===== config.mk =====
export PLATFORM = sky130hd
export DESIGN_NAME = design1_io_stage_flat
export DESIGN_NICKNAME = d
export VERILOG_FILES = /design/src/rtl/design1_io_stage_if.sv /design/src/rtl/design1_io_stage.sv /design/src/flat_wrapper.sv
export SDC_FILE = /design/constraint.sdc
export NUM_CORES = 1
export LEC_CHECK = 0
export CAP_MARGIN = 20
export CORE_UTILIZATION = 46
export DETAILED_ROUTE_END_ITERATION = 16
export PLACE_DENSITY = 0.76
export SLEW_MARGIN = 5
export SYNTH_ARGS = -nofsm -noshare
export SYNTH_HDL_FRONTEND = slang
export SYNTH_SLANG_ARGS = --single-unit
export TNS_END_PERCENT = 50

===== constraint.sdc =====
create_clock -name clk -period 2.1 [get_ports clk]
set_input_delay 0.42 -clock clk [delete_from_list [all_inputs] [get_ports clk]]
set_output_delay 0.42 -clock clk [all_outputs]
set_load 0.1 [all_outputs]

===== src/rtl/design1_io_stage_if.sv =====
// Handshake and core-drive bundle for design1_io_stage: upstream vector port,
// combinational-core drive/return, and downstream result port.
interface design1_io_stage_if;
  logic        in_valid;
  logic        in_ready;
  logic [13:0] in_data;
  logic [13:0] core_in;
  logic [7:0]  core_out;
  logic        out_valid;
  logic        out_ready;
  logic [7:0]  out_data;
  logic [3:0]  out_tag;
  logic        busy;

  modport slave (
    input  in_valid, in_data, core_out, out_ready,
    output in_ready, core_in, out_valid, out_data, out_tag, busy
  );

  modport master (
    output in_valid, in_data, core_out, out_ready,
    input  in_ready, core_in, out_valid, out_data, out_tag, busy
  );
endinterface


===== src/rtl/design1_io_stage.sv =====
// Launches a 14-bit vector into a combinational core, waits SETTLE_CYCLES,
// captures the 8-bit result with a sequence tag into a 2-entry result FIFO.
module design1_io_stage #(
  parameter int unsigned SETTLE_CYCLES = 2
) (
  input  logic               clk,
  input  logic               rst_n,
  design1_io_stage_if.slave  bus
);

  localparam logic [3:0] SETTLE_LD = SETTLE_CYCLES[3:0];

  typedef enum logic {IDLE = 1'b0, SETTLE = 1'b1} state_t;

  typedef struct packed {
    logic [3:0] tag;
    logic [7:0] data;
  } res_t;

  state_t      r_state, w_state_nxt;
  logic [3:0]  r_cnt, w_cnt_nxt;
  logic [3:0]  r_seq;
  logic [3:0]  r_tag;
  logic [13:0] r_core_in;
  res_t        r_fifo [2];
  logic [1:0]  r_occ;

  logic w_in_ready, w_accept, w_push, w_pop;
  res_t w_new;

  // rst_n gates in_ready so nothing is offered acceptance while held in reset
  assign w_in_ready = rst_n && (r_state == IDLE) && (r_occ < 2'd2);
  assign w_accept   = bus.in_valid && w_in_ready;
  assign w_push     = (r_state == SETTLE) && (r_cnt == 4'd0);
  assign w_pop      = (r_occ != 2'd0) && bus.out_ready;
  assign w_new      = '{tag: r_tag, data: bus.core_out};

  always_ff @(posedge clk or negedge rst_n) begin
    if (!rst_n) begin
      r_state <= IDLE;
      r_cnt   <= '0;
    end else begin
      r_state <= w_state_nxt;
      r_cnt   <= w_cnt_nxt;
    end
  end

  always_comb begin
    w_state_nxt = r_state;
    w_cnt_nxt   = r_cnt;
    unique case (r_state)
      IDLE: if (w_accept) begin
        w_state_nxt = SETTLE;
        w_cnt_nxt   = SETTLE_LD;
      end
      SETTLE: if (r_cnt == 4'd0) w_state_nxt = IDLE;
              else               w_cnt_nxt   = r_cnt - 4'd1;
      default: w_state_nxt = IDLE;
    endcase
  end

  always_ff @(posedge clk or negedge rst_n) begin
    if (!rst_n) begin
      r_core_in <= '0;
      r_seq     <= '0;
      r_tag     <= '0;
    end else if (w_accept) begin
      r_core_in <= bus.in_data;
      r_tag     <= r_seq;
      r_seq     <= r_seq + 4'd1;
    end
  end

  // Head lives in slot 0; slot 1 only holds data when occupancy is 2
  always_ff @(posedge clk or negedge rst_n) begin
    if (!rst_n) begin
      r_fifo[0] <= '0;
      r_fifo[1] <= '0;
      r_occ     <= '0;
    end else begin
      unique case ({w_push, w_pop})
        2'b10: begin
          if (r_occ == 2'd0) r_fifo[0] <= w_new;
          else               r_fifo[1] <= w_new;
          r_occ <= r_occ + 2'd1;
        end
        2'b01: begin
          r_fifo[0] <= r_fifo[1];
          r_occ     <= r_occ - 2'd1;
        end
        2'b11: begin
          if (r_occ == 2'd1) r_fifo[0] <= w_new;
          else begin
            r_fifo[0] <= r_fifo[1];
            r_fifo[1] <= w_new;
          end
        end
        default: ;
      endcase
    end
  end

  assign bus.in_ready  = w_in_ready;
  assign bus.core_in   = r_core_in;
  assign bus.out_valid = (r_occ != 2'd0);
  assign bus.out_data  = r_fifo[0].data;
  assign bus.out_tag   = r_fifo[0].tag;
  assign bus.busy      = (r_state != IDLE);

endmodule


===== src/flat_wrapper.sv =====
// flat-port wrapper written by rule: the top's interface ports become plain ports
module design1_io_stage_flat 
#(
  parameter int unsigned SETTLE_CYCLES = 2
)
  (clk, rst_n, bus_in_valid, bus_in_data, bus_core_out, bus_out_ready, bus_in_ready, bus_core_in, bus_out_valid, bus_out_data, bus_out_tag, bus_busy);
  design1_io_stage_if bus_i ();
  input  logic clk;
  input  logic rst_n;
  input wire logic [$bits(bus_i.in_valid)-1:0] bus_in_valid;
  input wire logic [$bits(bus_i.in_data)-1:0] bus_in_data;
  input wire logic [$bits(bus_i.core_out)-1:0] bus_core_out;
  input wire logic [$bits(bus_i.out_ready)-1:0] bus_out_ready;
  output wire logic [$bits(bus_i.in_ready)-1:0] bus_in_ready;
  output wire logic [$bits(bus_i.core_in)-1:0] bus_core_in;
  output wire logic [$bits(bus_i.out_valid)-1:0] bus_out_valid;
  output wire logic [$bits(bus_i.out_data)-1:0] bus_out_data;
  output wire logic [$bits(bus_i.out_tag)-1:0] bus_out_tag;
  output wire logic [$bits(bus_i.busy)-1:0] bus_busy;
  assign bus_i.in_valid = bus_in_valid;
  assign bus_i.in_data = bus_in_data;
  assign bus_i.core_out = bus_core_out;
  assign bus_i.out_ready = bus_out_ready;
  assign bus_in_ready = bus_i.in_ready;
  assign bus_core_in = bus_i.core_in;
  assign bus_out_valid = bus_i.out_valid;
  assign bus_out_data = bus_i.out_data;
  assign bus_out_tag = bus_i.out_tag;
  assign bus_busy = bus_i.busy;
  design1_io_stage #(.SETTLE_CYCLES(SETTLE_CYCLES)) u_core (.clk(clk), .rst_n(rst_n), .bus(bus_i));
endmodule

==> metrics.json, run 1 <==
{
  "ys_warn_count": {"value": 0},
  "ant_nets": {"value": 0},
  "synth_top_area_cell": {"value": "dfrtp_1"},
  "cpPeakStageDelay": {"value": 0.41, "unit": "ns"},
  "synthesis.area": {"value": 0.00261, "unit": "mm²"},
  "hold_violations": {"value": 0},
  "routed_via_density": {"value": 5.33},
  "yosys_most_used_dff": {"value": "dfrtp_1"},
  "die_height": {"value": 77.3, "unit": "µm"},
  "crit_path_class": {"value": "register to register"},
  "critPathCaptureType": {"value": "register"},
  "grt_use_total": {"value": 0.176},
  "syn_inst": {"value": 209},
  "setup_viol_count_final": {"value": 8},
  "synthTopCellsByArea": {"value": "dfrtp_1, mux2_2, ha_1"},
  "run_status": {"value": "complete, but fails checks"},
  "synthesis_stage_register_bit_count": {"value": 53},
  "max_clock_freq": {"value": 473, "unit": "MHz"},
  "drcViolationCount": {"value": 0},
  "yosysMostFrequentCell": {"value": "dfrtp_1"},
  "grt_pass1_wl": {"value": 8280, "unit": "µm"},
  "synth-edff-count": {"value": 0},
  "crit_path_cell_trace": {"value": "inv_1 > ha_1 > nand2b_4 > inv_2 > ha_2 > a22oi_1 > o21a_2 > clkbuf_16 > mux2_4"},
  "synthArstFlopShare": {"value": 1.00},
  "fin_crit_sh": {"value": 1.01},
  "post_synth_num_cell_types": {"value": 34},
  "reg2reg_setup_slack": {"value": -0.02, "unit": "ns"},
  "io_buffer_count": {"value": 54},
  "grt_start_max_net_pins": {"value": 42},
  "cts-buffers-inserted": {"value": 5},
  "drive_gt1_frac": {"value": 0.374},
  "clock-skew-final": {"value": 0.00510, "unit": "ns"},
  "route.detailed.wl_per_inst": {"value": 15.4, "unit": "µm"},
  "drtPass1Iterations": {"value": 4},
  "number_of_global_route_vias_before_repair": {"value": 1734},
  "synthDominantCellAreaShare": {"value": 0.509},
  "ioPinCount": {"value": 55},
  "num_vias": {"value": 1755},
  "critical_path.top_delay_family": {"value": "compound AO/OA/AOI/OAI gates"},
  "data_arrival_time_at_the_worst_slack_endpoint": {"value": 2.31, "unit": "ns"},
  "final_cells": {"value": 329},
  "core_region_area": {"value": 0.00547, "unit": "mm²"},
  "cap_violations": {"value": 0},
  "critical-path-slowest-cell": {"value": "dfrtp_1"},
  "violations": {"value": "negative setup slack"},
  "detail_route.wirelength": {"value": 5080, "unit": "µm"},
  "clk_root_buffer_cell": {"value": "clkbuf_8"},
  "dp.final_hpwl": {"value": 3480, "unit": "µm"},
  "floorplan.die_area": {"value": 0.00597, "unit": "mm²"},
  "detailedRoute.firstIterationViolations": {"value": 66},
  "final_critical_path_setup_slack": {"value": -0.0163, "unit": "ns"},
  "syn_avg_cell_area": {"value": 12.5, "unit": "µm²"},
  "finish.net_count": {"value": 291},
  "num_rows": {"value": 27},
  "placed_cells": {"value": 319},
  "clkSinkCount": {"value": 53},
  "initial_core_util": {"value": 0.476},
  "worstPathBufferInverterCount": {"value": 3},
  "h-tree-depth": {"value": 2},
  "number_of_antenna_violations_at_the_first_check_in_global_routing": {"value": 0},
  "worstPathMaxFanout": {"value": 6},
  "routabilityCongestion": {"value": 0.769},
  "die_width": {"value": 77.3, "unit": "µm"},
  "buffer_depth_of_the_longest_clock_path": {"value": 2},
  "max_slew_margin": {"value": 0.652},
  "synth.yosys.seq_area_share": {"value": 0.509},
  "grt-ovfl-total": {"value": 0},
  "start_kind": {"value": "register"},
  "netlist_top_cells_count": {"value": "dfrtp_1, mux2_2, o211ai_1, o21ai_0"},
  "tritoncts": {"value": "done"},
  "min_path_type": {"value": "input port to asynchronous set/reset pin"},
  "clkSlewWorstSetupHoldPaths": {"value": 0.09, "unit": "ns"},
  "antenna_cells_inserted": {"value": 0},
  "worst_pin_slew": {"value": 0.523, "unit": "ns"},
  "cts_hold_repair.buffers": {"value": 0},
  "final.min_clock_period": {"value": 2.12, "unit": "ns"},
  "layout.core_utilization": {"value": 0.608},
  "area_growth": {"value": 27.7, "unit": "%"},
  "critPathRequiredTime": {"value": 2.29, "unit": "ns"},
  "report.final.slew_viol_count": {"value": 0},
  "syn-num-nets": {"value": 244},
  "insertion_delay_of_the_later_clocked_pin_in_the_worst_skew_pair": {"value": 0.30, "unit": "ns"}
}
-- layer usage --
layer / part of all wire / global-route usage / vias up
met4: 0.016 / 0.0679 / 0
met3: 0.047 / 0.0345 / 7
met1: 0.45 / 0.237 / 855
met5: 0 / 0 / -
li1: - / - / 840
met2: 0.49 / 0.281 / 53
-- logic make-up (layout without fill, tap and decap cells) --
| group | Yosys count | after routing | share of synthesized area |
|---|---|---|---|
| xor+xnor | 5 | 5 | 0.0197 |
| buf+inv | 34 | 82 | 0.0879 |
| fa+ha+maj | 9 | 9 | 0.0432 |
| compound gates | 56 | 56 | 0.143 |
| flops | 53 | 53 | 0.509 |
| simple gates | 19 | 19 | 0.0557 |
| mux | 33 | 33 | 0.142 |
-- layout by cell type, fill, tap and decap left out, types with 6 or more instances in the layout --
master,instances
a211oi_1,12
buf_12,6
dfrtp_1,51
mux2_2,21
buf_4,35
o211ai_1,13
ha_1,7
o21ai_0,13
mux2_4,10
clkdlybuf4s50_1,24
a31oi_1,12
clkbuf_8,6
-- path summary, 6_finish.rpt --
check	startpoint	to	cells past startpoint
setup / recovery	u_core.r_occ[0]	u_core.r_fifo[7]	9
hold / removal	rst_n	u_core.bus.busy	2
setup reg to reg	u_core.r_occ[0]	u_core.r_fifo[7]	9
hold reg to reg	u_core.r_cnt[0]	u_core.r_cnt[0]	1
max in group asynchronous	rst_n	u_core.r_occ[1]	2
min in group clk	u_core.r_cnt[0]	u_core.r_cnt[0]	1
-- repair_timing --
action | 4_1_cts | 5_1_grt
setup endpoints to repair | 12 | 7
gates cloned | 0 | 1
gates resized for setup | 1 | 1
buffers inserted | 0 | 1
-- metrics by stage --
stage / setup TNS, ns / setup slack [ns] / area, µm² / hold slack, ns
after global placement: -2.80 / -0.197 / 3200 / 0.429
final: -0.104 / -0.0163 / 3330 / 0.0953
after CTS: 0 / 0.0357 / 3290 / 0.0919
after detailed placement: -3.41 / -0.221 / 3200 / 0.427
after floorplan: -0.714 / -0.0714 / 2720 / 0.124
after global routing: -0.486 / -0.0531 / 3330 / 0.105
-- final cells by class --
cell class                 instances  area [µm²]
fill                             447        2140
sequential                        53        1330
multi-input combinational        122        1130
timing repair buffer              67         653
tap                               72        90.1
clock buffer                       7        86.3
inverter                           7        28.8
clock inverter                     1        7.51
-- sequential cells by signal, indices dropped and copies added (netlist names) --
signal	flops
u_core.bus.core_in	14
u_core.r_seq	4
u_core.bus.out_tag	4
u_core.r_occ	2
u_core.bus.out_data	8
u_core.bus.busy	1
u_core.r_tag	4
u_core.r_fifo	12
u_core.r_cnt	4
Power of run 1 is left out: the tool's default activity adds up to more than one toggle a clock period on the data nets, which glitch-free logic cannot reach.
==> inputs of run 2 (changes only) <==
--- a/config.mk
+++ b/config.mk
@@ -5,8 +5,10 @@
 export SDC_FILE = /design/constraint.sdc
 export NUM_CORES = 1
 export LEC_CHECK = 0
+export ABC_AREA = 1
 export CAP_MARGIN = 20
 export CORE_UTILIZATION = 46
+export CTS_CLUSTER_SIZE = 40
 export DETAILED_ROUTE_END_ITERATION = 16
 export PLACE_DENSITY = 0.76
 export SLEW_MARGIN = 5
==> constraint.sdc (replaced) <==
create_clock -name clk -period 2.1 [get_ports clk]
set_input_delay 0.42 -clock clk [delete_from_list [all_inputs] [get_ports clk]]
set_output_delay 0.42 -clock clk [all_outputs]
set_load 0.01 [all_outputs]
==> metrics.json, run 2 <==
{
  "routed_via_density": {"value": 4.62},
  "final_cells": {"value": 449},
  "grt-ovfl-total": {"value": 0},
  "detailedRoute.firstIterationViolations": {"value": 87},
  "critPathRequiredTime": {"value": 1.68, "unit": "ns"},
  "min_path_type": {"value": "input port to asynchronous set/reset pin"},
  "largest_register_ff_count": {"value": 14},
  "route.detailed.wl_per_inst": {"value": 11.1, "unit": "µm"},
  "detail_route.wirelength": {"value": 4980, "unit": "µm"},
  "insertion_delay_of_the_later_clocked_pin_in_the_worst_skew_pair": {"value": 0.30, "unit": "ns"},
  "routabilityCongestion": {"value": 0.764},
  "h-tree-depth": {"value": 2},
  "clkSinkCount": {"value": 53},
  "ioPinCount": {"value": 55},
  "critPathCaptureType": {"value": "primary output"},
  "clkSlewWorstSetupHoldPaths": {"value": 0.09, "unit": "ns"},
  "clk_root_buffer_cell": {"value": "clkbuf_8"},
  "synthesis.area": {"value": 0.00262, "unit": "mm²"},
  "fin_crit_sh": {"value": 0.950},
  "io_buffer_count": {"value": 54},
  "worst_pin_slew": {"value": 0.648, "unit": "ns"},
  "die_height": {"value": 77.5, "unit": "µm"},
  "dp.final_hpwl": {"value": 3450, "unit": "µm"},
  "num_rows": {"value": 27},
  "synthesis_stage_register_bit_count": {"value": 53},
  "floorplan.die_area": {"value": 0.00600, "unit": "mm²"},
  "final_cell_mix": {"value": "nand2_1, dfrtp_1, clkdlybuf4s50_1"},
  "syn-num-nets": {"value": 362},
  "buffer_depth_of_the_longest_clock_path": {"value": 2},
  "layout.cells.most_common": {"value": "nand2_1"},
  "rsz0062_at_grt": {"value": "false"},
  "synthArstFlopShare": {"value": 1.00},
  "run_status": {"value": "completed"},
  "post_synth_num_cell_types": {"value": 23},
  "switching_share": {"value": 0.372},
  "netlist_top_cells_count": {"value": "nand2_1, dfrtp_1, inv_1"},
  "start_kind": {"value": "register"},
  "number_of_global_route_vias_before_repair": {"value": 2032},
  "placed_cells": {"value": 441},
  "power.net_switching": {"value": 1.68, "unit": "mW"},
  "finish.net_count": {"value": 411},
  "final.min_clock_period": {"value": 1.99, "unit": "ns"},
  "power.static_leakage": {"value": 1.73, "unit": "nW"},
  "ys_warn_count": {"value": 0},
  "synth.yosys.seq_area_share": {"value": 0.506},
  "comb_power_share": {"value": 0.462},
  "synth_top_area_cell": {"value": "dfrtp_1"},
  "final_cell_area": {"value": 0.00330, "unit": "mm²"},
  "synthDominantCellAreaShare": {"value": 0.506},
  "synth-edff-count": {"value": 0},
  "peakVddDrop": {"value": 0.000667, "unit": "V"},
  "ant_nets": {"value": 0},
  "synthTopCellsByArea": {"value": "dfrtp_1, nand2_1, inv_1"},
  "num_vias": {"value": 2073},
  "report.final.slew_viol_count": {"value": 0},
  "max_clock_freq": {"value": 501, "unit": "MHz"},
  "core_region_area": {"value": 0.00551, "unit": "mm²"},
  "clock-skew-final": {"value": 0.00668, "unit": "ns"},
  "drive_gt1_frac": {"value": 0.0769},
  "place_area": {"value": 0.00317, "unit": "mm²"},
  "hold_violations": {"value": 0},
  "die_width": {"value": 77.5, "unit": "µm"},
  "yosysMostFrequentCell": {"value": "nand2_1"},
  "tritoncts": {"value": "done"},
  "initial_core_util": {"value": 0.476},
  "worstPathMaxFanout": {"value": 7},
  "yosys_most_used_dff": {"value": "dfrtp_1"},
  "data_arrival_time_at_the_worst_slack_endpoint": {"value": 1.57, "unit": "ns"},
  "number_of_antenna_violations_at_the_first_check_in_global_routing": {"value": 0},
  "area_growth": {"value": 26.0, "unit": "%"},
  "setup_viol_count_final": {"value": 0},
  "p_per_area": {"value": 1370, "unit": "mW/mm²"},
  "grt_start_max_net_pins": {"value": 54},
  "rr_worst_depth": {"value": 10},
  "seq_power_share": {"value": 0.385},
  "syn_inst": {"value": 327},
  "timing.hold.ws": {"value": 0.316, "unit": "ns"},
  "antenna_cells_inserted": {"value": 0},
  "grt_use_total": {"value": 0.179},
  "cts-buffers-inserted": {"value": 5},
  "drcViolationCount": {"value": 0},
  "power_frac_clock": {"value": 0.153},
  "grt_pass1_wl": {"value": 8560, "unit": "µm"},
  "crit_path_class": {"value": "register to primary output"},
  "syn_avg_cell_area": {"value": 8.01, "unit": "µm²"},
  "max_slew_margin": {"value": 0.568},
  "cap_violations": {"value": 0},
  "drtPass1Iterations": {"value": 4},
  "cellInternalPower": {"value": 2.85, "unit": "mW"}
}
==> run 2: cell count changes after synthesis, moves of 11 or more <==
| cell | previous run | this run |
|---|---|---|
| a211oi_1 | 12 | 0 |
| a21oi_1 | 0 | 11 |
| a31oi_1 | 12 | 0 |
| inv_1 | 6 | 31 |
| mux2_2 | 31 | 0 |
| nand2_1 | 3 | 142 |
| nor2_1 | 2 | 28 |
| o211ai_1 | 13 | 0 |
==> run 2: cells by family (layout without fill, tap and decap cells) <==
kind of cell / after synthesis / count (layout) / share of synthesized area
AND/OR/NAND/NOR: 179 / 179 / 0.270
AO/OA/AOI/OAI: 25 / 25 / 0.0526
buffers and inverters: 57 / 107 / 0.114
XOR/XNOR: 4 / 4 / 0.0134
adder cells (fa/ha/maj): 9 / 9 / 0.0430
flip-flops: 53 / 53 / 0.506
==> run 2: worst max-delay path, stage by stage (launching register included) <==
cell             delay (ns)
dfrtp_1                0.38
buf_4                  0.16
nor2_4                 0.11
nand2_1                0.06
inv_1                  0.05
clkdlybuf4s50_1        0.52
==> run 2: timing repair <==
action,in CTS,in global routing
buffers inserted,0,0
hold buffers,0,0
gates resized for setup,1,4
endpoints found under the setup margin,12,14
==> run 2: final cells by class <==
class	count	area [µm²]
inverter	34	128
clock buffer	6	72.6
multi-input combinational	217	1010
sequential	53	1330
clock inverter	2	38.8
tap	72	90.1
timing repair buffer	65	633
fill	494	2210
==> run 2: final timing paths <==
check	endpoint	slack, ns	startpoint
max	bus_in_ready	0.11	u_core.bus.busy
min	u_core.r_occ[1]	0.32	rst_n
max reg2reg	u_core.r_fifo[6]	0.18	u_core.r_occ[1]
min reg2reg	u_core.bus.out_data[1]	0.48	u_core.bus.out_data[1]
max in group asynchronous	u_core.r_cnt[3]	1.36	rst_n
min in group clk	u_core.bus.out_data[1]	0.48	u_core.bus.out_data[1]
==> run 2: power groups by stage <==
stage / logic (mW) / clock network [mW] / registers [mW]
detailed placement: 2.08 / 0 / 1.75
global route: 2.36 / 0.758 / 1.79
global placement: 2.02 / 0 / 1.74
finish: 2.10 / 0.694 / 1.74
floorplan: 1.31 / 0 / 1.78
CTS: 2.10 / 0.713 / 1.74
==> run 2: stage by stage <==
| step | setup WS (ns) | power (mW) | setup TNS [ns] | utilization |
|---|---|---|---|---|
| floorplan | 0.225 | 3.09 | 0 | - |
| global placement | -0.169 | 3.76 | -1.84 | 0.575 |
| detailed placement | -0.211 | 3.83 | -2.35 | 0.575 |
| CTS | 0.0279 | 4.56 | 0 | 0.596 |
| global route | 0.00461 | 4.91 | 0 | 0.599 |
| finish | 0.106 | 4.53 | 0 | 0.599 |
==> run 2: routing by layer <==
metal,vias to the layer above,part of all wire,global-route usage
met5,-,0,0
met1,954,0.44,0.208
met3,5,0.041,0.0365
li1,1071,-,-
met2,43,0.51,0.329
met4,0,0.0080,0.0547
Note: power is estimated with default switching activity, not from simulation.
